$ cat config.mk
export PLATFORM = sky130hd
export DESIGN_NAME = pic_bus_sequencer
export DESIGN_NICKNAME = d
export VERILOG_FILES = /design/src/rtl/pic_pkg.sv /design/src/rtl/pic_strobe_edge.sv /design/src/rtl/pic_bus_sequencer.sv
export SDC_FILE = /design/constraint.sdc
export NUM_CORES = 1
export LEC_CHECK = 0
export ABC_AREA = 1
export BUFFER_PORTS_ARGS = -buffer_cell sky130_fd_sc_hd__buf_2
export CORE_MARGIN = 1
export CORE_UTILIZATION = 43
export DETAILED_ROUTE_END_ITERATION = 10
export GPL_ROUTABILITY_DRIVEN = 0
export PLACE_DENSITY_LB_ADDON = 0.2
export RECOVER_POWER = 100
export SETUP_SLACK_MARGIN = 0.3
export SYNTH_ARGS = -nofsm -noshare
export SYNTH_HDL_FRONTEND = slang
export SYNTH_SLANG_ARGS = --single-unit
$ cat constraint.sdc
create_clock -name clk -period 1.2 [get_ports clk]
set_input_delay 0.06 -clock clk [delete_from_list [all_inputs] [get_ports clk]]
set_output_delay 0.06 -clock clk [all_outputs]
set_load 0.02 [all_outputs]
$ cat src/rtl/pic_pkg.sv
// pic_pkg: shared FSM states, command bit positions and read-select encoding
package pic_pkg;
    typedef enum logic [1:0] {READY, WAIT_ICW2, WAIT_ICW3, WAIT_ICW4} pic_state_t;
    typedef enum logic {SEL_IRR = 1'b0, SEL_ISR = 1'b1} read_sel_t;
    localparam int IC4     = 0;
    localparam int SNGL    = 1;
    localparam int RIS     = 0;
    localparam int RR      = 1;
    localparam int P       = 2;
    localparam int OCW_SEL = 3;
    localparam int ICW1_ID = 4;
endpackage

$ cat src/rtl/pic_strobe_edge.sv
// pic_strobe_edge: registers a level and flags its trailing (1->0) edge
module pic_strobe_edge (
    input  logic clk,
    input  logic reset,
    input  logic level,
    output logic level_q,
    output logic fall
);
    // previous-cycle copy of the level
    always_ff @(posedge clk) level_q <= reset ? 1'b0 : level;
    assign fall = level_q & ~level;
endmodule

$ cat src/rtl/pic_bus_sequencer.sv
// pic_bus_sequencer: CPU bus front end decoding ICW/OCW writes and register reads
module pic_bus_sequencer
    import pic_pkg::*;
#(
    parameter int DATA_W = 8
) (
    input  logic              clk,
    input  logic              reset,
    input  logic              cs_n,
    input  logic              rd_n,
    input  logic              wr_n,
    input  logic              a0,
    input  logic [DATA_W-1:0] data_in,
    output logic [DATA_W-1:0] data_out,
    output logic              data_oe,
    input  logic [DATA_W-1:0] irr,
    input  logic [DATA_W-1:0] isr,
    input  logic [DATA_W-1:0] imr,
    input  logic [DATA_W-1:0] poll_vector,
    output logic [DATA_W-1:0] internal_data_bus,
    output logic              icw1_stb,
    output logic              icw2_stb,
    output logic              icw3_stb,
    output logic              icw4_stb,
    output logic              ocw1_stb,
    output logic              ocw2_stb,
    output logic              ocw3_stb,
    output logic              init_busy,
    output logic              poll_ack
);
    logic       wr_flag, rd_flag, wr_q, rd_q, wr_fall, rd_fall;
    logic       a0_q, a0_rd, sngl, ic4, poll_pending, poll_done;
    logic       is_icw1, is_ocw2, is_ocw3, in_ready;
    logic       icw1_d, icw2_d, icw3_d, icw4_d, ocw1_d, ocw2_d, ocw3_d;
    logic [6:0] stb_q;
    read_sel_t  read_sel;
    pic_state_t state, state_n;

    assign wr_flag = ~cs_n & ~wr_n;
    assign rd_flag = ~cs_n & ~rd_n;

    pic_strobe_edge u_wr_edge (.clk(clk), .reset(reset), .level(wr_flag), .level_q(wr_q), .fall(wr_fall));
    pic_strobe_edge u_rd_edge (.clk(clk), .reset(reset), .level(rd_flag), .level_q(rd_q), .fall(rd_fall));

    assign is_icw1  = ~a0_q & internal_data_bus[ICW1_ID];
    assign is_ocw2  = ~a0_q & ~internal_data_bus[ICW1_ID] & ~internal_data_bus[OCW_SEL];
    assign is_ocw3  = ~a0_q & ~internal_data_bus[ICW1_ID] & internal_data_bus[OCW_SEL];
    assign in_ready = state == READY;
    // a read that overlapped a write must not consume the poll
    assign poll_done = rd_fall & rd_q & ~wr_q & ~wr_flag & ~a0_rd & poll_pending;

    // latch write data and address every cycle the write strobe is active
    always_ff @(posedge clk) begin
        if (reset) begin
            internal_data_bus <= '0;
            a0_q              <= 1'b0;
        end else if (wr_flag) begin
            internal_data_bus <= data_in;
            a0_q              <= a0;
        end
    end

    // remember which register the current read addresses
    always_ff @(posedge clk) a0_rd <= reset ? 1'b0 : (rd_flag ? a0 : a0_rd);

    // FSM state register
    always_ff @(posedge clk) state <= reset ? READY : state_n;

    // next state, advanced only by a committed write
    always_comb begin
        state_n = state;
        if (wr_fall) begin
            if (is_icw1) state_n = WAIT_ICW2;
            else if (a0_q) begin
                case (state)
                    WAIT_ICW2: state_n = !sngl ? WAIT_ICW3 : (ic4 ? WAIT_ICW4 : READY);
                    WAIT_ICW3: state_n = ic4 ? WAIT_ICW4 : READY;
                    WAIT_ICW4: state_n = READY;
                    default:   state_n = state;
                endcase
            end
        end
    end

    // strobe decode; OCW2/OCW3 patterns are dropped during initialisation
    always_comb begin
        icw1_d = wr_fall & is_icw1;
        icw2_d = wr_fall & a0_q & (state == WAIT_ICW2);
        icw3_d = wr_fall & a0_q & (state == WAIT_ICW3);
        icw4_d = wr_fall & a0_q & (state == WAIT_ICW4);
        ocw1_d = wr_fall & a0_q & in_ready;
        ocw2_d = wr_fall & is_ocw2 & in_ready;
        ocw3_d = wr_fall & is_ocw3 & in_ready;
    end

    // one-cycle registered strobes
    always_ff @(posedge clk) stb_q <= reset ? 7'd0 : {icw1_d, icw2_d, icw3_d, icw4_d, ocw1_d, ocw2_d, ocw3_d};

    assign {icw1_stb, icw2_stb, icw3_stb, icw4_stb, ocw1_stb, ocw2_stb, ocw3_stb} = stb_q;
    assign init_busy = ~in_ready;

    // ICW1 mode bits
    always_ff @(posedge clk) begin
        if (reset) begin
            sngl <= 1'b0;
            ic4  <= 1'b0;
        end else if (icw1_d) begin
            sngl <= internal_data_bus[SNGL];
            ic4  <= internal_data_bus[IC4];
        end
    end

    // read selection and poll handshake
    always_ff @(posedge clk) begin
        if (reset) begin
            read_sel     <= SEL_IRR;
            poll_pending <= 1'b0;
            poll_ack     <= 1'b0;
        end else begin
            poll_ack <= poll_done;
            if (icw1_d) begin
                read_sel     <= SEL_IRR;
                poll_pending <= 1'b0;
            end else if (ocw3_d) begin
                if (internal_data_bus[RR]) read_sel <= read_sel_t'(internal_data_bus[RIS]);
                if (internal_data_bus[P]) poll_pending <= 1'b1;
            end else if (poll_done) poll_pending <= 1'b0;
        end
    end

    assign data_oe  = rd_flag & ~wr_flag;
    assign data_out = a0 ? imr : poll_pending ? poll_vector : (read_sel == SEL_ISR) ? isr : irr;
endmodule
==> load_flow_metrics.sql, run 1 <==
INSERT INTO impl_metrics (metric_group, metric, value, unit) VALUES
('outcome', 'run_status', 'complete, but fails checks', ''),
('finish', 'fill_cells', '224', ''),
('power', 'clockPowerShare', '21.6', '%'),
('sta', 'fmax', '706', 'MHz'),
('route', 'via_count', '1442', ''),
('power', 'p_sw', '0.486', 'mW'),
('route', 'remaining_drc_errors', '0', ''),
('sta', 'grt_setup_unrepaired', 'yes', ''),
('critical_path', 'criticalPathCategory', 'flop to output pin', ''),
('power', 'share_comb_of_total_power', '24.9', '%'),
('sta', 'timing_max_transition_violations_final', '0', ''),
('clock_network', 'tritoncts', 'done', ''),
('synth', 'yosys.area_share.adder', '0', '%'),
('synth', 'synth_sequential_area_ratio', '40.8', '%'),
('placement', 'placed_cells', '274', ''),
('die', 'die-area', '0.00319', 'mm^2'),
('die', 'die_w', '56.5', 'um'),
('synth', 'synth.avg_cell_area', '7.29', 'um^2'),
('worst_hold_path', 'min_path_type', 'input pin to flop', ''),
('route', 'drt_wl_cell', '11.7', 'um'),
('sta', 'final.setup.tns', '-1.41', 'ns'),
('clock_network', 'clock_insertion_delay_worst_skew', '0.31', 'ns'),
('finish', 'final_cell_mix', '57 x sky130_fd_sc_hd__buf_2, 33 x sky130_fd_sc_hd__nor2_1, 14 x sky130_fd_sc_hd__nand2_1', ''),
('sta', 'worst_slew_pin_slew', '0.437', 'ns'),
('sta', 'final-hold-violation-count', '0', ''),
('global_routing', 'grt_max_degree', '15', ''),
('power', 'switching_power_share_of_the_total', '28.6', '%'),
('run', 'maxCapViolCount', '0', ''),
('outcome', 'violations', 'setup timing', ''),
('synth', 'post_synth_mux_area_share', '0', '%'),
('route', 'routed_via_density', '4.94', ''),
('global_routing', 'vias_in_the_first_global_route', '1343', ''),
('synth', 'netlist-cell-type-count', '23', ''),
('finish', 'area.growth.synth_to_final', '55.4', '%'),
('power', 'power.density', '856', 'mW/mm^2'),
('synth', 'post_synthesis_share_of_cell_area_spent_on_xor_and_xnor_gates', '0', '%'),
('finish', 'post_layout_nonfiller_instances', '292', ''),
('die', 'core-area', '0.00278', 'mm^2'),
('die', 'design.portCount', '72', ''),
('global_routing', 'antenna_found_initial', '0', ''),
('global_routing', 'grt_first_pass_wirelength', '5610', 'um'),
('critical_path', 'crit_path_end_kind', 'output pin', ''),
('finish', 'fraction_of_layout_instances_using_a_drive_strength_above_1', '55.9', '%'),
('critical_path', 'critical_path_required', '1.14', 'ns'),
('sta', 'finalWorstSetupSlack', '-0.216', 'ns'),
('clock_network', 'cts_max_path_buffers', '2', ''),
('synth', 'synth_top_family_by_area', 'simple AND/OR/NAND/NOR gates', ''),
('finish', 'largest_register_ff_count', '8', ''),
('synth', 'postSynthCellCount', '175', ''),
('finish', 'final_common_cell', 'sky130_fd_sc_hd__buf_2', ''),
('sta', 'relSlewSlack', '70.8', '%'),
('sta', 'min_period_over_period', '118', '%'),
('synth', 'synthDominantCellAreaShare', '40.8', '%'),
('die', 'std_cell_rows', '19', ''),
('synth', 'synth.net_count', '221', ''),
('finish', 'post-route-cell-area', '0.00198', 'mm^2'),
('clock_network', 'cts-htree-levels', '1', ''),
('finish', 'registers.top_by_ff_count', 'internal_data_bus', ''),
('finish', 'finish.net_count', '308', ''),
('synth', 'yosys_warnings', '0', ''),
('critical_path', 'critPathMaxFanout', '9', ''),
('global_routing', 'global_router_s_overall_resource_usage', '21.7', '%'),
('route', 'antenna_viol_nets_final', '0', ''),
('power', 'seq_power_share', '53.5', '%'),
('sta', 'timing.final.setup_violations', '8', ''),
('route', 'finalWirelength', '3430', 'um'),
('sta', 'final_period_minus_worst_setup_slack', '1.42', 'ns'),
('power', 'sum_of_internal_switching_and_leakage_power', '1.70', 'mW'),
('power', 'leakagePower', '0.936', 'nW'),
('critical_path', 'cp.arrival', '1.36', 'ns'),
('placement', 'dp_worst_setup_slack', '0.0986', 'ns');
cells in the mapped netlist, drive strengths merged:
cell,instances
buf,5
nor2,43
inv,16
a21oi,21
nand3,4
nand2,21
nand4,2
nor3,3
dfxtp,26
o211ai,8
or2,9
clkinv,2
o21ai,14
o31ai,1
final timing paths:
path / start / endpoint / slack [ns] / cells after the start
max: read_sel / data_out[5] / -0.22 / 4
min reg2reg: sngl / sngl / 0.49 / 2
max reg2reg: a0_q / read_sel / 0.14 / 7
min: rd_n / a0_rd / 0.03 / 3
area by class of cell:
| cell class | count | area [um^2] | share of cell area (%) |
|---|---|---|---|
| inverter | 18 | 73.8 | 3.72 |
| tap | 31 | 38.8 | 1.96 |
| sequential | 26 | 552 | 27.8 |
| clock buffer | 4 | 26.3 | 1.32 |
| timing repair buffer | 87 | 556 | 28.0 |
| multi-input combinational | 126 | 737 | 37.2 |
metal layers:
metal	vias to the layer above	GRT usage (%)	wire, um
li1	744	-	-
met1	638	25.3	1420
met2	54	40.8	1750
met3	6	3.46	219
met4	0	4.88	34
met5	-	0	0
logic make-up (layout without fill, tap and decap cells):
kind of cell,after synthesis,in the layout
AO/OA/AOI/OAI,44,44
buffers and inverters,23,109
AND/OR/NAND/NOR,82,82
flip-flops,26,26
repair_timing:
action / 4_1_cts / 5_1_grt
endpoints found under the hold margin: 6 / 0
setup buffers: 6 / 2
cloned: 0 / 0
hold buffers: 6 / 0
pin swaps: 6 / 7
gates resized for setup: 30 / 26
endpoints found under the setup margin: 25 / 33
critical path, stage by stage, from the launching register on:
cell and delay (ns):
sky130_fd_sc_hd__dfxtp_2 0.38, sky130_fd_sc_hd__or2_2 0.30, sky130_fd_sc_hd__o211ai_1 0.11, sky130_fd_sc_hd__a21oi_2 0.09, sky130_fd_sc_hd__buf_2 0.16
power groups by stage:
stage          Clock, mW  Combinational, mW  Sequential (mW)
2_1_floorplan          0              0.196            0.950
3_3_place_gp           0              0.349            0.930
3_5_place_dp           0              0.355            0.929
4_1_cts            0.370              0.400            0.905
5_1_grt            0.412              0.460            0.912
6_report           0.367              0.422            0.907
No activity file was read; power rests on OpenSTA's default activity.
==> run 2: changes to the inputs <==
Settings changed: ABC_AREA 1 to not set, PLACE_DENSITY set to 0.8, PLACE_DENSITY_LB_ADDON 0.2 to not set.
==> run 2 against run 1 <==
The run still ends with setup timing left; setup slack got worse by 0.077 ns; global-route usage grew 3.3 points; hold slack better by 0.026 ns; clock power increased by 22%; first-iteration DRC count rose by 100%; fmax shrank 5.2%; critical path depth up 2; synthesized cell count down 9.7%; synthesized area down 3.7%; utilization rose by 9.9 points.
==> load_flow_metrics.sql, run 2 <==
INSERT INTO impl_metrics (metric_group, metric, value, unit) VALUES
('route', 'remaining_drc_errors', '0', ''),
('critical_path', 'timing.critical_path.from_type', 'flop', ''),
('clock_network', 'root_buffer', 'sky130_fd_sc_hd__clkbuf_4', ''),
('finish', 'largest_register_ff_count', '8', ''),
('placement', 'detailedPlacementHpwl', '2270', 'um'),
('die', 'die_w', '55.5', 'um'),
('die', 'chip_height', '55.5', 'um'),
('critical_path', 'timing.rr.end', 'poll_pending', ''),
('critical_path', 'crit_path_end_kind', 'output pin', ''),
('synth', 'synthArstFlopShare', '0', '%'),
('critical_path', 'cp-startpoint', 'read_sel', ''),
('sta', 'final-hold-violation-count', '0', ''),
('finish', 'area_occupied_by_registers', '554', 'um^2'),
('global_routing', 'global_router_s_overall_resource_usage', '24.9', '%'),
('run', 'maxCapViolCount', '0', ''),
('synth', 'synth_sequential_area_ratio', '42.4', '%'),
('critical_path', 'worst_r2r_startpoint', 'internal_data_bus[4]', ''),
('placement', 'dp_worst_setup_slack', '0.00194', 'ns'),
('sta', 'finalWorstSetupSlack', '-0.293', 'ns'),
('die', 'design.portCount', '72', ''),
('sta', 'fmax', '670', 'MHz'),
('finish', 'final_common_cell', 'sky130_fd_sc_hd__buf_2', ''),
('sta', 'grt_setup_unrepaired', 'yes', ''),
('synth', 'yosys_warnings', '0', ''),
('critical_path', 'critical_path_required', '1.14', 'ns'),
('clock_network', 'number_of_buffers_inserted_during_clock_tree_synthesis', '3', ''),
('route', 'antenna_viol_nets_final', '0', ''),
('outcome', 'run_status', 'complete, but fails checks', ''),
('route', 'routed_via_density', '5.16', ''),
('critical_path', 'critPathMaxFanout', '8', ''),
('critical_path', 'setup.worst_path.end', 'data_out[2]', ''),
('route', 'finalWirelength', '4250', 'um'),
('synth', 'synthDominantCellAreaShare', '42.4', '%'),
('global_routing', 'grt-ovfl-total', '0', ''),
('synth', 'synthFlopType', 'sky130_fd_sc_hd__dfxtp_1', ''),
('finish', 'area.growth.synth_to_final', '80.8', '%'),
('die', 'die-area', '0.00308', 'mm^2'),
('synth', 'synth.avg_cell_area', '7.78', 'um^2'),
('synth', 'synth.net_count', '204', ''),
('placement', 'number_of_buffers_added_on_ports', '71', ''),
('finish', 'finish.net_count', '301', ''),
('critical_path', 'cp.arrival', '1.43', 'ns'),
('die', 'core-area', '0.00273', 'mm^2'),
('clock_network', 'clkSlewWorstSetupHoldPaths', '0.14', 'ns'),
('sta', 'min_period_over_period', '124', '%'),
('finish', 'multi_input_comb_area', '808', 'um^2'),
('worst_hold_path', 'min_path_type', 'input pin to flop', ''),
('clock_network', 'cts_max_path_buffers', '2', ''),
('critical_path', 'criticalPathCategory', 'flop to output pin', ''),
('synth', 'yosys_register_bits', '26', ''),
('sta', 'relSlewSlack', '65.7', '%'),
('synth', 'yosys.cell_count.top_type', 'sky130_fd_sc_hd__nand2_1', ''),
('sta', 'clock_skew', '0.00549', 'ns'),
('finish', 'antenna_cells_inserted', '0', ''),
('global_routing', 'grt_first_pass_wirelength', '6090', 'um'),
('sta', 'timing_max_transition_violations_final', '0', ''),
('synth', 'yosys.area.top_type', 'sky130_fd_sc_hd__dfxtp_1', ''),
('global_routing', 'vias_in_the_first_global_route', '1344', ''),
('finish', 'final_cell_mix', '52 x sky130_fd_sc_hd__buf_2, 30 x sky130_fd_sc_hd__nand2_1, 26 x sky130_fd_sc_hd__buf_6', ''),
('outcome', 'violations', 'setup timing', ''),
('power', 'power.density', '803', 'mW/mm^2'),
('synth', 'synth.top_cells.by_count', '30 x sky130_fd_sc_hd__nand2_1, 26 x sky130_fd_sc_hd__dfxtp_1, 25 x sky130_fd_sc_hd__a21oi_1', ''),
('finish', 'leading_registers_by_flop_count', 'internal_data_bus: 8 flops, stb_q: 7 flops, state: 2 flops', ''),
('route', 'drt_first_pass_iters', '4', ''),
('global_routing', 'antenna_found_initial', '0', ''),
('finish', 'registers.top_by_ff_count', 'internal_data_bus', ''),
('clock_network', 'tritoncts', 'done', ''),
('sta', 'worst_slew_pin_slew', '0.515', 'ns'),
('clock_network', 'total_clock_sinks', '26', ''),
('route', 'via_count', '1470', ''),
('finish', 'fill_cells', '176', ''),
('worst_hold_path', 'hold_path_startpoint', 'rd_n', ''),
('global_routing', 'grt_max_degree', '25', ''),
('synth', 'netlist-cell-type-count', '29', ''),
('power', 'leakagePower', '0.971', 'nW'),
('critical_path', 'timing.reg2reg.setup_slack', '-0.18', 'ns'),
('die', 'std_cell_rows', '19', ''),
('power', 'vdd_ir_drop_max', '1.17', 'mV'),
('clock_network', 'clock_insertion_delay_worst_skew', '0.32', 'ns'),
('clock_network', 'cts-htree-levels', '1', ''),
('sta', 'final_period_minus_worst_setup_slack', '1.49', 'ns'),
('route', 'dr.first_iter.drc_count', '57', ''),
('route', 'drt_wl_cell', '14.9', 'um'),
('sta', 'fin_worst_hold_slack', '0.0573', 'ns'),
('synth', 'netlist_top_cells_area', 'sky130_fd_sc_hd__dfxtp_1 42%, sky130_fd_sc_hd__a21oi_1 10%, sky130_fd_sc_hd__nand2_1 9.2%', ''),
('critical_path', 'reg2regPathDepth', '4', ''),
('synth', 'postSynthCellCount', '158', ''),
('die', 'initial_core_util', '44.9', '%'),
('finish', 'fraction_of_layout_instances_using_a_drive_strength_above_1', '55.1', '%'),
('sta', 'final.setup.tns', '-2.69', 'ns'),
('sta', 'timing.final.setup_violations', '12', ''),
('synth', 'synth_enable_flop_cells', '0', ''),
('synth', 'mappedNetlistArea', '0.00123', 'mm^2');
## run 2: changes by cell type after synthesis, moves of 8 or more
| cell | delta |
|---|---|
| sky130_fd_sc_hd__nor2_1 | -17 |
| sky130_fd_sc_hd__mux2i_1 | +9 |
| sky130_fd_sc_hd__nand2_1 | +14 |
| sky130_fd_sc_hd__or2_2 | -8 |
## run 2: final cells by class
| cell class | count | area share [%] |
|---|---|---|
| Sequential cell | 26 | 25.0 |
| Timing Repair Buffer | 102 | 34.9 |
| Inverter | 2 | 0.338 |
| Clock buffer | 4 | 1.63 |
| Multi-Input combinational cell | 120 | 36.4 |
| Tap cell | 31 | 1.75 |
## run 2: how the worst min path moves through the flow
stage | to | slack, ns | depth (start not counted)
floorplan | stb_q[6] | 0.13 | 1
global placement | u_rd_edge.level_q | 0.27 | 2
detailed placement | u_rd_edge.level_q | 0.29 | 2
CTS | a0_rd | 0.05 | 4
global route | a0_rd | 0.06 | 4
finish | a0_rd | 0.06 | 4
## run 2: worst max-delay path, cell delays in order (launching register included)
cell	delay [ns]
sky130_fd_sc_hd__dfxtp_2	0.38
sky130_fd_sc_hd__buf_12	0.13
sky130_fd_sc_hd__mux2i_1	0.18
sky130_fd_sc_hd__nor2_1	0.05
sky130_fd_sc_hd__a21oi_1	0.15
sky130_fd_sc_hd__o21ai_2	0.08
sky130_fd_sc_hd__buf_6	0.14
## run 2: power by group
part / internal (mW) / switching, mW
combinational: 0.230 / 0.208
clock: 0.186 / 0.262
sequential: 0.875 / 0.0236
total: 1.29 / 0.494
## run 2: metal layers
layer / up-vias / share of wire, % / routed length [um] / track usage (%)
met2: 59 / 55 / 2330 / 48.7
met4: 0 / 2.0 / 84 / 4.29
met5: - / 0 / 0 / 0
met1: 670 / 39 / 1640 / 27.6
li1: 731 / - / - / -
met3: 10 / 4.8 / 202 / 5.15
## run 2: cells by family (layout without fill, tap and decap cells)
| family | after synthesis | count (layout) | synth area share (%) |
|---|---|---|---|
| simple gates | 69 | 69 | 27.7 |
| compound gates | 42 | 42 | 18.0 |
| flops | 26 | 26 | 42.4 |
| mux | 9 | 9 | 7.33 |
| buf+inv | 12 | 108 | 4.58 |
## run 2: per-stage QoR
stage	instances	total power, mW	cell area [um^2]	util (%)
after floorplan	158	1.08	1300	-
after global placement	254	1.20	1690	61.8
after detailed placement	254	1.21	1690	61.8
after CTS	282	1.72	2100	76.9
after global routing	285	1.85	2220	81.2
final	285	1.78	2220	81.2
## run 2: repair_timing
action / 4_1_cts / 5_1_grt
resized for setup: 54 / 26
pin swaps: 16 / 11
setup endpoints to repair: 29 / 30
cloned: 0 / 0
setup buffers: 14 / 3
hold endpoints to repair: 9 / 0
hold buffers: 10 / 0
